`src/rtl/csr_unit_pkg.sv`:
```
// csr_unit_pkg: M-mode CSR addresses, op encoding, bit positions and RMW helpers.
package csr_unit_pkg;
  typedef logic [11:0] csr_addr_t;
  typedef enum logic [1:0] {CSR_NONE = 2'b00, CSR_RW = 2'b01, CSR_RS = 2'b10, CSR_RC = 2'b11} csr_op_t;
  localparam csr_addr_t CSR_MSTATUS   = 12'h300;
  localparam csr_addr_t CSR_MISA      = 12'h301;
  localparam csr_addr_t CSR_MIE       = 12'h304;
  localparam csr_addr_t CSR_MTVEC     = 12'h305;
  localparam csr_addr_t CSR_MSCRATCH  = 12'h340;
  localparam csr_addr_t CSR_MEPC      = 12'h341;
  localparam csr_addr_t CSR_MCAUSE    = 12'h342;
  localparam csr_addr_t CSR_MTVAL     = 12'h343;
  localparam csr_addr_t CSR_MIP       = 12'h344;
  localparam csr_addr_t CSR_MCYCLE    = 12'hB00;
  localparam csr_addr_t CSR_MINSTRET  = 12'hB02;
  localparam csr_addr_t CSR_MCYCLEH   = 12'hB80;
  localparam csr_addr_t CSR_MINSTRETH = 12'hB82;
  localparam csr_addr_t CSR_MHARTID   = 12'hF14;
  localparam int MSTATUS_MIE  = 3;
  localparam int MSTATUS_MPIE = 7;
  localparam int MIP_MTIP     = 7;
  localparam int MIP_MEIP     = 11;
  localparam logic [31:0] MIE_MASK   = (32'h1 << MIP_MTIP) | (32'h1 << MIP_MEIP);
  localparam logic [31:0] MISA_RV32I = 32'h4000_0100;
  function automatic logic [31:0] csr_wval(csr_op_t op, logic [31:0] old_v, logic [31:0] src);
    return op == CSR_RS ? (old_v | src) : op == CSR_RC ? (old_v & ~src) : src;
  endfunction
  function automatic logic csr_implemented(csr_addr_t a);
    return a inside {CSR_MSTATUS, CSR_MISA, CSR_MIE, CSR_MTVEC, CSR_MSCRATCH, CSR_MEPC, CSR_MCAUSE,
                     CSR_MTVAL, CSR_MIP, CSR_MCYCLE, CSR_MINSTRET, CSR_MCYCLEH, CSR_MINSTRETH, CSR_MHARTID};
  endfunction
endpackage

```
`src/rtl/csr_unit_if.sv`:
```
// csr_unit_if: CSR instruction request/response bus between execute stage and CSR unit.
interface csr_unit_if #(parameter int XLEN = 32);
  import csr_unit_pkg::*;
  logic            csr_en;
  csr_op_t         csr_op;
  logic            src_is_zero;
  csr_addr_t       addr;
  logic [XLEN-1:0] wdata;
  logic [XLEN-1:0] rdata;
  logic            illegal;
  modport master (output csr_en, csr_op, src_is_zero, addr, wdata, input rdata, illegal);
  modport slave  (input csr_en, csr_op, src_is_zero, addr, wdata, output rdata, illegal);
endinterface

```
`src/rtl/csr_counter64.sv`:
```
// csr_counter64: 64-bit counter with increment and independent per-half overwrite.
module csr_counter64 (
  input  logic        clk,
  input  logic        rst_n,
  input  logic        inc_i,
  input  logic        we_lo_i,
  input  logic        we_hi_i,
  input  logic [31:0] wdata_i,
  output logic [63:0] cnt_o
);
  logic [63:0] cnt_q, cnt_d, sum;
  // the half not being written still takes the carry out of the increment
  always_comb begin
    sum   = cnt_q + {63'd0, inc_i};
    cnt_d = {we_hi_i ? wdata_i : sum[63:32], we_lo_i ? wdata_i : sum[31:0]};
  end
  always_ff @(posedge clk or negedge rst_n) begin
    if (!rst_n) cnt_q <= '0;
    else        cnt_q <= cnt_d;
  end
  assign cnt_o = cnt_q;
endmodule

```
`src/rtl/csr_unit.sv`:
```
// csr_unit: machine-mode CSR file with RMW access, trap/MRET, counters and interrupt gating.
module csr_unit
  import csr_unit_pkg::*;
#(
  parameter int          XLEN        = 32,
  parameter logic [31:0] HART_ID     = 32'h0,
  parameter logic [31:0] MTVEC_RESET = 32'h0,
  parameter bit          COUNTERS_EN = 1'b1
) (
  input  logic            clk,
  input  logic            rst_n,
  csr_unit_if.slave       bus,
  input  logic            trap_valid_i,
  input  logic [XLEN-1:0] trap_cause_i,
  input  logic [XLEN-1:0] trap_pc_i,
  input  logic [XLEN-1:0] trap_tval_i,
  input  logic            mret_valid_i,
  input  logic            instret_inc_i,
  input  logic            irq_timer_i,
  input  logic            irq_ext_i,
  output logic            irq_take_o,
  output logic [XLEN-1:0] mtvec_o,
  output logic [XLEN-1:0] mepc_o
);
  logic            mie_bit_q, mie_bit_d, mpie_q, mpie_d, irq_take_q, irq_take_d;
  logic [XLEN-1:0] mie_q, mie_d, mtvec_q, mtvec_d, mscratch_q, mscratch_d;
  logic [XLEN-1:0] mepc_q, mepc_d, mcause_q, mcause_d, mtval_q, mtval_d;
  logic [XLEN-1:0] mstatus, mip, old_v, wval;
  logic [63:0]     mcycle, minstret;
  logic            wr_req, ill, we;
  always_comb begin
    mstatus                = '0;
    mstatus[MSTATUS_MIE]   = mie_bit_q;
    mstatus[MSTATUS_MPIE]  = mpie_q;
    mstatus[12:11]         = 2'b11;
    mip                    = '0;
    mip[MIP_MTIP]          = irq_timer_i;
    mip[MIP_MEIP]          = irq_ext_i;
    case (bus.addr)
      CSR_MSTATUS:   old_v = mstatus;
      CSR_MISA:      old_v = MISA_RV32I;
      CSR_MIE:       old_v = mie_q;
      CSR_MTVEC:     old_v = mtvec_q;
      CSR_MSCRATCH:  old_v = mscratch_q;
      CSR_MEPC:      old_v = mepc_q;
      CSR_MCAUSE:    old_v = mcause_q;
      CSR_MTVAL:     old_v = mtval_q;
      CSR_MIP:       old_v = mip;
      CSR_MCYCLE:    old_v = mcycle[31:0];
      CSR_MCYCLEH:   old_v = mcycle[63:32];
      CSR_MINSTRET:  old_v = minstret[31:0];
      CSR_MINSTRETH: old_v = minstret[63:32];
      CSR_MHARTID:   old_v = HART_ID;
      default:       old_v = '0;
    endcase
    wr_req    = bus.csr_en && bus.csr_op != CSR_NONE && !(bus.csr_op != CSR_RW && bus.src_is_zero);
    ill       = bus.csr_en && bus.csr_op != CSR_NONE &&
                (!csr_implemented(bus.addr) || (bus.addr[11:10] == 2'b11 && wr_req));
    we        = wr_req && !ill && !trap_valid_i && !mret_valid_i;
    wval      = csr_wval(bus.csr_op, old_v, bus.wdata);
    bus.rdata   = ill ? '0 : old_v;
    bus.illegal = ill;
  end
  // trap beats MRET beats the CSR write; a losing write is simply dropped
  always_comb begin
    mie_bit_d  = trap_valid_i ? 1'b0 : mret_valid_i ? mpie_q :
                 (we && bus.addr == CSR_MSTATUS) ? wval[MSTATUS_MIE] : mie_bit_q;
    mpie_d     = trap_valid_i ? mie_bit_q : mret_valid_i ? 1'b1 :
                 (we && bus.addr == CSR_MSTATUS) ? wval[MSTATUS_MPIE] : mpie_q;
    mepc_d     = trap_valid_i ? (trap_pc_i & ~32'h3) : (we && bus.addr == CSR_MEPC) ? (wval & ~32'h3) : mepc_q;
    mcause_d   = trap_valid_i ? trap_cause_i : (we && bus.addr == CSR_MCAUSE) ? wval : mcause_q;
    mtval_d    = trap_valid_i ? trap_tval_i : (we && bus.addr == CSR_MTVAL) ? wval : mtval_q;
    mie_d      = (we && bus.addr == CSR_MIE) ? (wval & MIE_MASK) : mie_q;
    mtvec_d    = (we && bus.addr == CSR_MTVEC) ? (wval & ~32'h3) : mtvec_q;
    mscratch_d = (we && bus.addr == CSR_MSCRATCH) ? wval : mscratch_q;
    irq_take_d = mie_bit_q && |(mip & mie_q);
  end
  always_ff @(posedge clk or negedge rst_n) begin
    if (!rst_n) begin
      mie_bit_q  <= 1'b0;
      mpie_q     <= 1'b0;
      mie_q      <= '0;
      mtvec_q    <= MTVEC_RESET;
      mscratch_q <= '0;
      mepc_q     <= '0;
      mcause_q   <= '0;
      mtval_q    <= '0;
      irq_take_q <= 1'b0;
    end else begin
      mie_bit_q  <= mie_bit_d;
      mpie_q     <= mpie_d;
      mie_q      <= mie_d;
      mtvec_q    <= mtvec_d;
      mscratch_q <= mscratch_d;
      mepc_q     <= mepc_d;
      mcause_q   <= mcause_d;
      mtval_q    <= mtval_d;
      irq_take_q <= irq_take_d;
    end
  end
  if (COUNTERS_EN) begin : g_cnt
    csr_counter64 u_mcycle (
      .clk, .rst_n, .inc_i(1'b1),
      .we_lo_i(we && bus.addr == CSR_MCYCLE), .we_hi_i(we && bus.addr == CSR_MCYCLEH),
      .wdata_i(wval), .cnt_o(mcycle)
    );
    csr_counter64 u_minstret (
      .clk, .rst_n, .inc_i(instret_inc_i),
      .we_lo_i(we && bus.addr == CSR_MINSTRET), .we_hi_i(we && bus.addr == CSR_MINSTRETH),
      .wdata_i(wval), .cnt_o(minstret)
    );
  end else begin : g_nocnt
    assign mcycle   = '0;
    assign minstret = '0;
  end
  assign irq_take_o = irq_take_q;
  assign mtvec_o    = mtvec_q;
  assign mepc_o     = mepc_q;
endmodule

```
`src/flat_wrapper.sv`:
```
// flat-port wrapper written by rule: the top's interface ports become plain ports
module csr_unit_flat import csr_unit_pkg::*;
#(
  parameter int          XLEN        = 32,
  parameter logic [31:0] HART_ID     = 32'h0,
  parameter logic [31:0] MTVEC_RESET = 32'h0,
  parameter bit          COUNTERS_EN = 1'b1
)
  (clk, rst_n, trap_valid_i, trap_cause_i, trap_pc_i, trap_tval_i, mret_valid_i, instret_inc_i, irq_timer_i, irq_ext_i, irq_take_o, mtvec_o, mepc_o, bus_csr_en, bus_csr_op, bus_src_is_zero, bus_addr, bus_wdata, bus_rdata, bus_illegal);
  csr_unit_if #(.XLEN(XLEN)) bus_i ();
  input  logic clk;
  input  logic rst_n;
  input  logic trap_valid_i;
  input  logic [XLEN-1:0] trap_cause_i;
  input  logic [XLEN-1:0] trap_pc_i;
  input  logic [XLEN-1:0] trap_tval_i;
  input  logic mret_valid_i;
  input  logic instret_inc_i;
  input  logic irq_timer_i;
  input  logic irq_ext_i;
  output logic irq_take_o;
  output logic [XLEN-1:0] mtvec_o;
  output logic [XLEN-1:0] mepc_o;
  input wire logic [$bits(bus_i.csr_en)-1:0] bus_csr_en;
  input wire logic [$bits(bus_i.csr_op)-1:0] bus_csr_op;
  input wire logic [$bits(bus_i.src_is_zero)-1:0] bus_src_is_zero;
  input wire logic [$bits(bus_i.addr)-1:0] bus_addr;
  input wire logic [$bits(bus_i.wdata)-1:0] bus_wdata;
  output wire logic [$bits(bus_i.rdata)-1:0] bus_rdata;
  output wire logic [$bits(bus_i.illegal)-1:0] bus_illegal;
  assign bus_i.csr_en = bus_csr_en;
  assign bus_i.csr_op = bus_csr_op;
  assign bus_i.src_is_zero = bus_src_is_zero;
  assign bus_i.addr = bus_addr;
  assign bus_i.wdata = bus_wdata;
  assign bus_rdata = bus_i.rdata;
  assign bus_illegal = bus_i.illegal;
  csr_unit #(.XLEN(XLEN), .HART_ID(HART_ID), .MTVEC_RESET(MTVEC_RESET), .COUNTERS_EN(COUNTERS_EN)) u_core (.clk(clk), .rst_n(rst_n), .bus(bus_i), .trap_valid_i(trap_valid_i), .trap_cause_i(trap_cause_i), .trap_pc_i(trap_pc_i), .trap_tval_i(trap_tval_i), .mret_valid_i(mret_valid_i), .instret_inc_i(instret_inc_i), .irq_timer_i(irq_timer_i), .irq_ext_i(irq_ext_i), .irq_take_o(irq_take_o), .mtvec_o(mtvec_o), .mepc_o(mepc_o));
endmodule
```
`config.mk`:
```
export PLATFORM = sky130hd
export DESIGN_NAME = csr_unit_flat
export DESIGN_NICKNAME = d
export VERILOG_FILES = /design/src/rtl/csr_unit_pkg.sv /design/src/rtl/csr_unit_if.sv /design/src/rtl/csr_counter64.sv /design/src/rtl/csr_unit.sv /design/src/flat_wrapper.sv
export SDC_FILE = /design/constraint.sdc
export NUM_CORES = 1
export LEC_CHECK = 0
export CORE_MARGIN = 3
export CORE_UTILIZATION = 61
export CTS_BUF_LIST = sky130_fd_sc_hd__clkbuf_2
export CTS_CLUSTER_DIAMETER = 120
export DETAILED_ROUTE_END_ITERATION = 8
export MAX_ROUTING_LAYER = met4
export PLACE_DENSITY = 0.95
export SYNTH_ARGS = -nofsm -noshare
export SYNTH_HDL_FRONTEND = slang
export SYNTH_SLANG_ARGS = --single-unit
```
`constraint.sdc`:
```
create_clock -name clk -period 7.4 [get_ports clk]
set_clock_uncertainty 0.1 [all_clocks]
set_input_delay 1.11 -clock clk [delete_from_list [all_inputs] [get_ports clk]]
set_output_delay 1.11 -clock clk [all_outputs]
set_load 0.02 [all_outputs]
```
==> results of run 1 <==
cell usage in the layout (no fill, tap or decap), types with 10 or more instances in the layout:
cell             Yosys  layout
o22ai_1             10      10
dfrtp_1            289     289
a222oi_1            10      10
nand2_1            194     193
xnor2_1             81      81
mux2_2              17      17
and2_1              19      18
mux2i_1             99      99
nor4_1              23      23
inv_1               40      40
nand3_1             71      70
a32oi_1             15      15
o21ai_1             21      21
nor2_1             106     106
a21oi_1             99      98
nand4_1             58      58
o31a_1              15      15
and3_1              67      67
or3_1               11      11
clkdlybuf4s50_1      0     238
clkbuf_2             0     124
mux4_2              12      12
nor3_1              52      50
o21ai_0            151     151
xor2_1              39      39
and4_1              17      17
buf_4               12      49
a2111oi_0           13      13
a221oi_1            11      11
a22oi_1             61      61
cells in the mapped netlist (all sizes together), types with 15 or more instances:
master | instances | share of area, %
nor4 | 28 | 1.3
and4 | 17 | 0.86
nand2 | 194 | 4.2
o21ai | 172 | 5.0
xnor2 | 81 | 4.1
nand4 | 58 | 2.1
inv | 41 | 0.89
nor2 | 106 | 2.3
xor2 | 39 | 2.0
nor3 | 57 | 1.9
a21oi | 103 | 3.1
nand3 | 71 | 2.1
mux2 | 17 | 1.1
a22oi | 64 | 2.9
dfrtp | 289 | 42
and3 | 67 | 2.4
and2 | 20 | 0.72
mux2i | 99 | 5.7
buf | 60 | 2.0
clkbuf | 84 | 1.8
a32oi | 15 | 0.76
o31a | 15 | 0.76
flip-flops by register name (all words and copies together) (netlist names), 2 cells and up:
| register | cells |
|---|---|
| u_core.g_cnt.u_mcycle.cnt_o | 64 |
| u_core.g_cnt.u_minstret.cnt_o | 64 |
| u_core.mcause_q | 32 |
| u_core.mepc_o | 30 |
| u_core.mie_q | 2 |
| u_core.mscratch_q | 32 |
| u_core.mtval_q | 32 |
| u_core.mtvec_o | 30 |
path summary, 6_finish.rpt:
| kind | slack, ns | depth (start not counted) | to |
|---|---|---|---|
| max | 1.16 | 6 | bus_rdata[11] |
| min | 0.06 | 1 | u_core.mepc_o[26] |
| max reg2reg | 4.14 | 7 | u_core.g_cnt.u_minstret.cnt_o[63] |
| min reg2reg | 0.39 | 2 | u_core.mscratch_q[2] |
| max in group asynchronous | 5.62 | 2 | u_core.g_cnt.u_minstret.cnt_o[57] |
| min in group clk | 0.39 | 2 | u_core.mscratch_q[2] |
stage by stage:
step | worst slack [ns] | hold WS, ns
finish | 1.16 | 0.0593
global route | 1.24 | 0.106
CTS | 1.42 | 0.111
detailed placement | 1.42 | 0.368
global placement | 1.44 | 0.358
floorplan | 3.37 | 0.342
routing by layer:
metal	GRT usage, %	wire length [um]	up-vias
met4	23.4	4110	0
met2	66.0	30100	1760
met5	-	0	-
met1	62.0	25900	8608
li1	-	-	7429
met3	14.4	11300	371
kinds of logic (layout without fill, tap and decap cells):
| group | count (synthesis) | count (layout) | share of synthesized area (%) |
|---|---|---|---|
| xor+xnor | 120 | 120 | 6.08 |
| compound gates | 482 | 482 | 18.2 |
| flops | 289 | 289 | 41.8 |
| buf+inv | 185 | 472 | 4.75 |
| other cells | 1 | 6 | 0.0217 |
| mux | 128 | 128 | 8.40 |
| simple gates | 669 | 669 | 20.5 |
| fa+ha+maj | 3 | 3 | 0.217 |
power by group:
group / switching (uW) / internal [uW] / leakage, uW
combinational: 301 / 217 / 0.00453
clock: 756 / 455 / 0.000568
sequential: 87.4 / 1650 / 0.00360
final cells by class:
type                       count  area (sq um)
tap                          372           465
fill                        1958          6750
antenna                        2          5.00
inverter                      41           154
sequential                   289          7230
multi-input combinational   1406          9300
clock inverter                17          98.8
timing repair buffer         290          2780
clock buffer                 124           621
==> flow_metrics.env, run 1 <==
export IMPL_critPathMostFrequentCell="clkdlybuf4s50_1"
export IMPL_violations_in_the_final_reports="design-rule violations"
export IMPL_tritoncts_num_buffers=80
export IMPL_io_pin_count=249
export IMPL_clock_sink_count=289
export IMPL_final_nets=2262
export IMPL_timing_critical_path_arrival_ns=5.03
export IMPL_power_total_uw=3470
export IMPL_critical_path_buffers_and_inverters=2
export IMPL_ys_dominant_reg_cell="dfrtp_1"
export IMPL_hold_violations=0
export IMPL_global_route_wire_length_before_repair_mm=106
export IMPL_placed_cells_incl_taps=2398
export IMPL_std_cell_rows=60
export IMPL_die_area_sq_um=30400
export IMPL_grtUsageTotal_pct=47.1
export IMPL_syn_inst=1877
export IMPL_final_core_util_pct=75.4
export IMPL_clock_tree_from_tritoncts="built"
export IMPL_portBuffers=242
export IMPL_dr_first_iter_drc_count=3134
export IMPL_core_outline_area_sq_um=27400
export IMPL_yosys_warnings=0
export IMPL_drt_vias_per_instance=7.15
export IMPL_grt_start_max_net_pins=103
export IMPL_critical_path_slowest_cell="nor4_4"
export IMPL_stage_delay_of_the_slowest_cell_on_the_critical_path_ns=0.93
export IMPL_worst_pin_slew_ns=1.26
export IMPL_fin_crit_sh_pct=84.3
export IMPL_total_wirelength_of_the_detailed_routed_design_mm=71.4
export IMPL_final_min_clock_period_ns=6.24
export IMPL_setup_repair_after_global_routing_missed_its_margin="false"
export IMPL_drcViolationCount=5
export IMPL_detailroute_via_count=18200
export IMPL_place_gp_congestion=1.03
export IMPL_cts_max_level=3
export IMPL_initial_cell_density_of_the_core_pct=63.1
export IMPL_startpoint="bus_addr[2]"
export IMPL_layout_area_overhead_vs_synth_pct=19.5
export IMPL_critical_path_startpoint_type="input port"
export IMPL_cts_clk_slew_worst_paths_ns=0.09
export IMPL_yosysUniqueCellTypes=87
export IMPL_mappedNetlistArea_sq_um=17300
export IMPL_critical_path_class="in -> out"
export IMPL_setup_viol_count_final=0
export IMPL_clk_root_buffer_cell="clkbuf_2"
export IMPL_worstSkewPairLatency_ns=0.95
export IMPL_worst_path_max_fanout=16
export IMPL_cts_repair_resize_count=0
export IMPL_total_half_perimeter_wirelength_after_legalization_and_detailed_placement_mm=48.6
export IMPL_final_design_area_no_fill_sq_um=20700
export IMPL_asyncSetResetFlopFracSynth_pct=100
export IMPL_drive_above_1_share_pct=11.7
export IMPL_globalRouteOverflowTotal=0
export IMPL_critPathTopFamily="simple AND/OR/NAND/NOR gates"
export IMPL_drt_wirelength_per_cell_um=28.1
export IMPL_ir_worst_vdd_v=0.000146
export IMPL_outcome="finished, violations left"
export IMPL_relSlewSlack_pct=15.6
export IMPL_finalMaxSlewViolations=0
export IMPL_die_width_um=174
export IMPL_drt_antenna_violating_nets=0
export IMPL_finalNonFillerCells=2541
export IMPL_fraction_of_the_yosys_area_taken_by_sequential_cells_pct=41.8
export IMPL_antenna_found_initial=2
export IMPL_worst_min_delay_path_class="in -> async"
export IMPL_p_leak_uw=0.00870
export IMPL_worstPathRequired_ns=6.19
export IMPL_r2r_start="u_core.g_cnt.u_minstret.cnt_o[10]"
export IMPL_fmax_achieved_mhz=160
export IMPL_dieHeight_um=174
export IMPL_post_cts_repair_setup_buffers=0
export IMPL_critical_path_cell_chain="clkdlybuf4s50_1 -> or4b_4 -> nor4_4 -> a22oi_1 -> o2111ai_1 -> clkdlybuf4s50_1"
export IMPL_tns_ns=0
export IMPL_ctsHoldBuffers=0
export IMPL_powerDensity_nw_per_um2=168
export IMPL_cts_max_path_bufs=3
export IMPL_detailed_place_area_sq_um=19900
export IMPL_max_cap_viol_count=0
export IMPL_timing_critical_path_to_type="output port"
export IMPL_yosys_register_bits=289
export IMPL_synth_enable_flop_cells=0
export IMPL_first_pass_iters=9
export IMPL_vias_in_the_first_global_route=17800
export IMPL_synth_area_per_cell_sq_um=9.21
No activity file was read; power rests on OpenSTA's default activity.
==> run 2: changes to the inputs <==
--- a/config.mk
+++ b/config.mk
@@ -6,12 +6,12 @@
 export NUM_CORES = 1
 export LEC_CHECK = 0
 export CORE_MARGIN = 3
-export CORE_UTILIZATION = 61
+export CORE_UTILIZATION = 57
 export CTS_BUF_LIST = sky130_fd_sc_hd__clkbuf_2
 export CTS_CLUSTER_DIAMETER = 120
 export DETAILED_ROUTE_END_ITERATION = 8
 export MAX_ROUTING_LAYER = met4
-export PLACE_DENSITY = 0.95
+export PLACE_DENSITY = 0.9
 export SYNTH_ARGS = -nofsm -noshare
 export SYNTH_HDL_FRONTEND = slang
 export SYNTH_SLANG_ARGS = --single-unit
==> constraint.sdc (replaced) <==
create_clock -name clk -period 6.1 [get_ports clk]
set_clock_uncertainty 0.1 [all_clocks]
set_input_delay 0.915 -clock clk [delete_from_list [all_inputs] [get_ports clk]]
set_output_delay 0.915 -clock clk [all_outputs]
set_load 0.02 [all_outputs]
==> run 2 against run 1 <==
  * The run now ends clean
  * Wire length up 0.15%
  * Clock power rose by 17%
  * Hold slack improved by 0.33 ns
  * Largest power group unchanged
==> flow_metrics.env, run 2 (synthesized netlist as in run 1, its figures left out) <==
export IMPL_outcome="complete, no violations"
export IMPL_wl_met1_mm=27.9
export IMPL_final_min_clock_period_ns=5.51
export IMPL_drive_above_1_share_pct=12.4
export IMPL_clock_sink_count=289
export IMPL_cts_clk_slew_worst_paths_ns=0.08
export IMPL_layout_setup_ws_ns=0.586
export IMPL_total_half_perimeter_wirelength_after_legalization_and_detailed_placement_mm=50.1
export IMPL_grt_start_max_net_pins=129
export IMPL_most_common_layout_cells="dfrtp_1 (289), clkdlybuf4s50_1 (238), nand2_1 (193), o21ai_0 (151), clkbuf_2 (118)"
export IMPL_tns_ns=0
export IMPL_powerDensity_nw_per_um2=199
export IMPL_critical_path_slowest_cell="nor4b_2"
export IMPL_clock_tree_from_tritoncts="built"
export IMPL_setup_viol_count_final=0
export IMPL_core_outline_area_sq_um=29800
export IMPL_antenna_found_initial=2
export IMPL_layout_area_overhead_vs_synth_pct=20.8
export IMPL_ir_worst_vdd_v=0.000153
export IMPL_place_worst_setup_slack_ns=0.799
export IMPL_worst_path_max_fanout=28
export IMPL_total_wirelength_of_the_detailed_routed_design_mm=71.5
export IMPL_critPathMostFrequentCell="clkdlybuf4s50_1"
export IMPL_hold_violations=0
export IMPL_placed_cells_incl_taps=2442
export IMPL_drt_vias_per_instance=6.91
export IMPL_p_leak_uw=0.00880
export IMPL_stage_delay_of_the_slowest_cell_on_the_critical_path_ns=0.75
export IMPL_route_met2_wl_mm=30.1
export IMPL_setup_repair_after_global_routing_missed_its_margin="false"
export IMPL_fmax_achieved_mhz=181
export IMPL_timing_critical_path_arrival_ns=4.50
export IMPL_finalNonFillerCells=2583
export IMPL_clk_root_buffer_cell="clkbuf_2"
export IMPL_first_pass_iters=8
export IMPL_timing_critical_path_to_type="output port"
export IMPL_dr_first_iter_drc_count=2676
export IMPL_seq_area_sq_um=7230
export IMPL_post_cts_repair_setup_buffers=0
export IMPL_worst_pin_slew_ns=1.25
export IMPL_drt_antenna_violating_nets=0
export IMPL_multi_input_area_sq_um=9300
export IMPL_critical_path_buffers_and_inverters=5
export IMPL_std_cell_rows=63
export IMPL_initial_cell_density_of_the_core_pct=58.0
export IMPL_io_pin_count=249
export IMPL_global_route_wire_length_before_repair_mm=107
export IMPL_portBuffers=242
export IMPL_globalRouteOverflowTotal=0
export IMPL_worst_min_delay_path_class="reg -> reg"
export IMPL_die_area_sq_um=32500
export IMPL_detailroute_via_count=17900
export IMPL_dieHeight_um=180
export IMPL_place_gp_congestion=1.03
export IMPL_cts_max_level=3
export IMPL_min_from="u_core.mscratch_q[5]"
export IMPL_drcViolationCount=0
export IMPL_relSlewSlack_pct=16.3
export IMPL_finalMaxSlewViolations=0
export IMPL_cts_max_path_bufs=3
export IMPL_n_fill_cell=2316
export IMPL_worstSkewPairLatency_ns=0.97
export IMPL_critical_path_cell_chain="clkdlybuf4s50_1 -> nor4b_2 -> buf_12 -> a22oi_1 -> a211oi_1 -> a2111oi_0 -> buf_4 -> inv_1 -> clkdlybuf4s50_1"
export IMPL_met3_wirelength_from_detailed_routing_mm=9.97
export IMPL_fin_crit_sh_pct=90.4
export IMPL_mostFrequentLayoutCell="dfrtp_1"
export IMPL_r2r_start="u_core.g_cnt.u_minstret.cnt_o[22]"
export IMPL_cts_repair_resize_count=0
export IMPL_critPathTopFamily="buffers and inverters"
export IMPL_routed_top_layer="met4"
export IMPL_die_width_um=180
export IMPL_max_cap_viol_count=0
export IMPL_ctsHoldBuffers=1
export IMPL_startpoint="bus_addr[3]"
export IMPL_grtUsageTotal_pct=44.2
export IMPL_drt_wirelength_per_cell_um=27.7
export IMPL_worstPathRequired_ns=5.08
export IMPL_critical_path_class="in -> out"
export IMPL_final_nets=2288
export IMPL_vias_in_the_first_global_route=17300
export IMPL_critical_path_startpoint_type="input port"
export IMPL_tritoncts_num_buffers=79
run 2: cell count changes in the layout (fill, tap and decap cells not counted), moves of 2 or more:
cell	previous run	this run
buf_4	49	73
buf_12	0	2
clkbuf_2	124	118
clkinv_1	8	13
run 2: layer usage:
metal  up-vias  GRT usage (%)
met1      8559           60.4
met4         0           19.2
met5         -              -
li1       7488              -
met2      1505           61.9
met3       304           12.2
run 2: report_power, final:
| group | switching [uW] | internal, uW | leakage, uW |
|---|---|---|---|
| clock network | 889 | 524 | 0.000536 |
| registers | 102 | 2010 | 0.00360 |
| logic | 363 | 268 | 0.00467 |
run 2: path summary, 6_finish.rpt:
path	endpoint	slack, ns	cells after the start
max	bus_rdata[7]	0.59	9
min	u_core.mscratch_q[5]	0.39	2
max reg2reg	u_core.g_cnt.u_minstret.cnt_o[62]	2.63	6
min reg2reg	u_core.mscratch_q[5]	0.39	2
max in group asynchronous	u_core.mepc_o[22]	4.15	3
min in group asynchronous	u_core.mepc_o[3]	0.51	2
run 2: worst reg2reg max path, stage by stage (launching register included):
cell and delay, ns:
dfrtp_1 0.55, nand4_1 0.24, nor3_1 0.87, nand4_1 0.74, nor4_1 0.52, xor2_1 0.11
mux2_2 0.27
run 2: layout make-up:
cell class / count / share of cell area, %
Inverter: 41 / 0.737
Sequential cell: 289 / 34.6
Tap cell: 390 / 2.34
Clock buffer: 118 / 2.83
Multi-Input combinational cell: 1406 / 44.5
Clock inverter: 20 / 0.503
Timing Repair Buffer: 317 / 14.4
Antenna cell: 2 / 0.0240
run 2: stage by stage:
| step | util (%) | hold slack (ns) | area [sq um] | total power (uW) |
|---|---|---|---|---|
| 6_report | 70.1 | 0.389 | 20900 | 4150 |
| 5_1_grt | 70.1 | 0.395 | 20900 | 4310 |
| 4_1_cts | 70.1 | 0.364 | 20900 | 4140 |
| 3_5_place_dp | 67.7 | 0.369 | 20200 | 2750 |
| 3_3_place_gp | 67.7 | 0.357 | 20200 | 2740 |
| 2_1_floorplan | - | 0.342 | 17300 | 2410 |
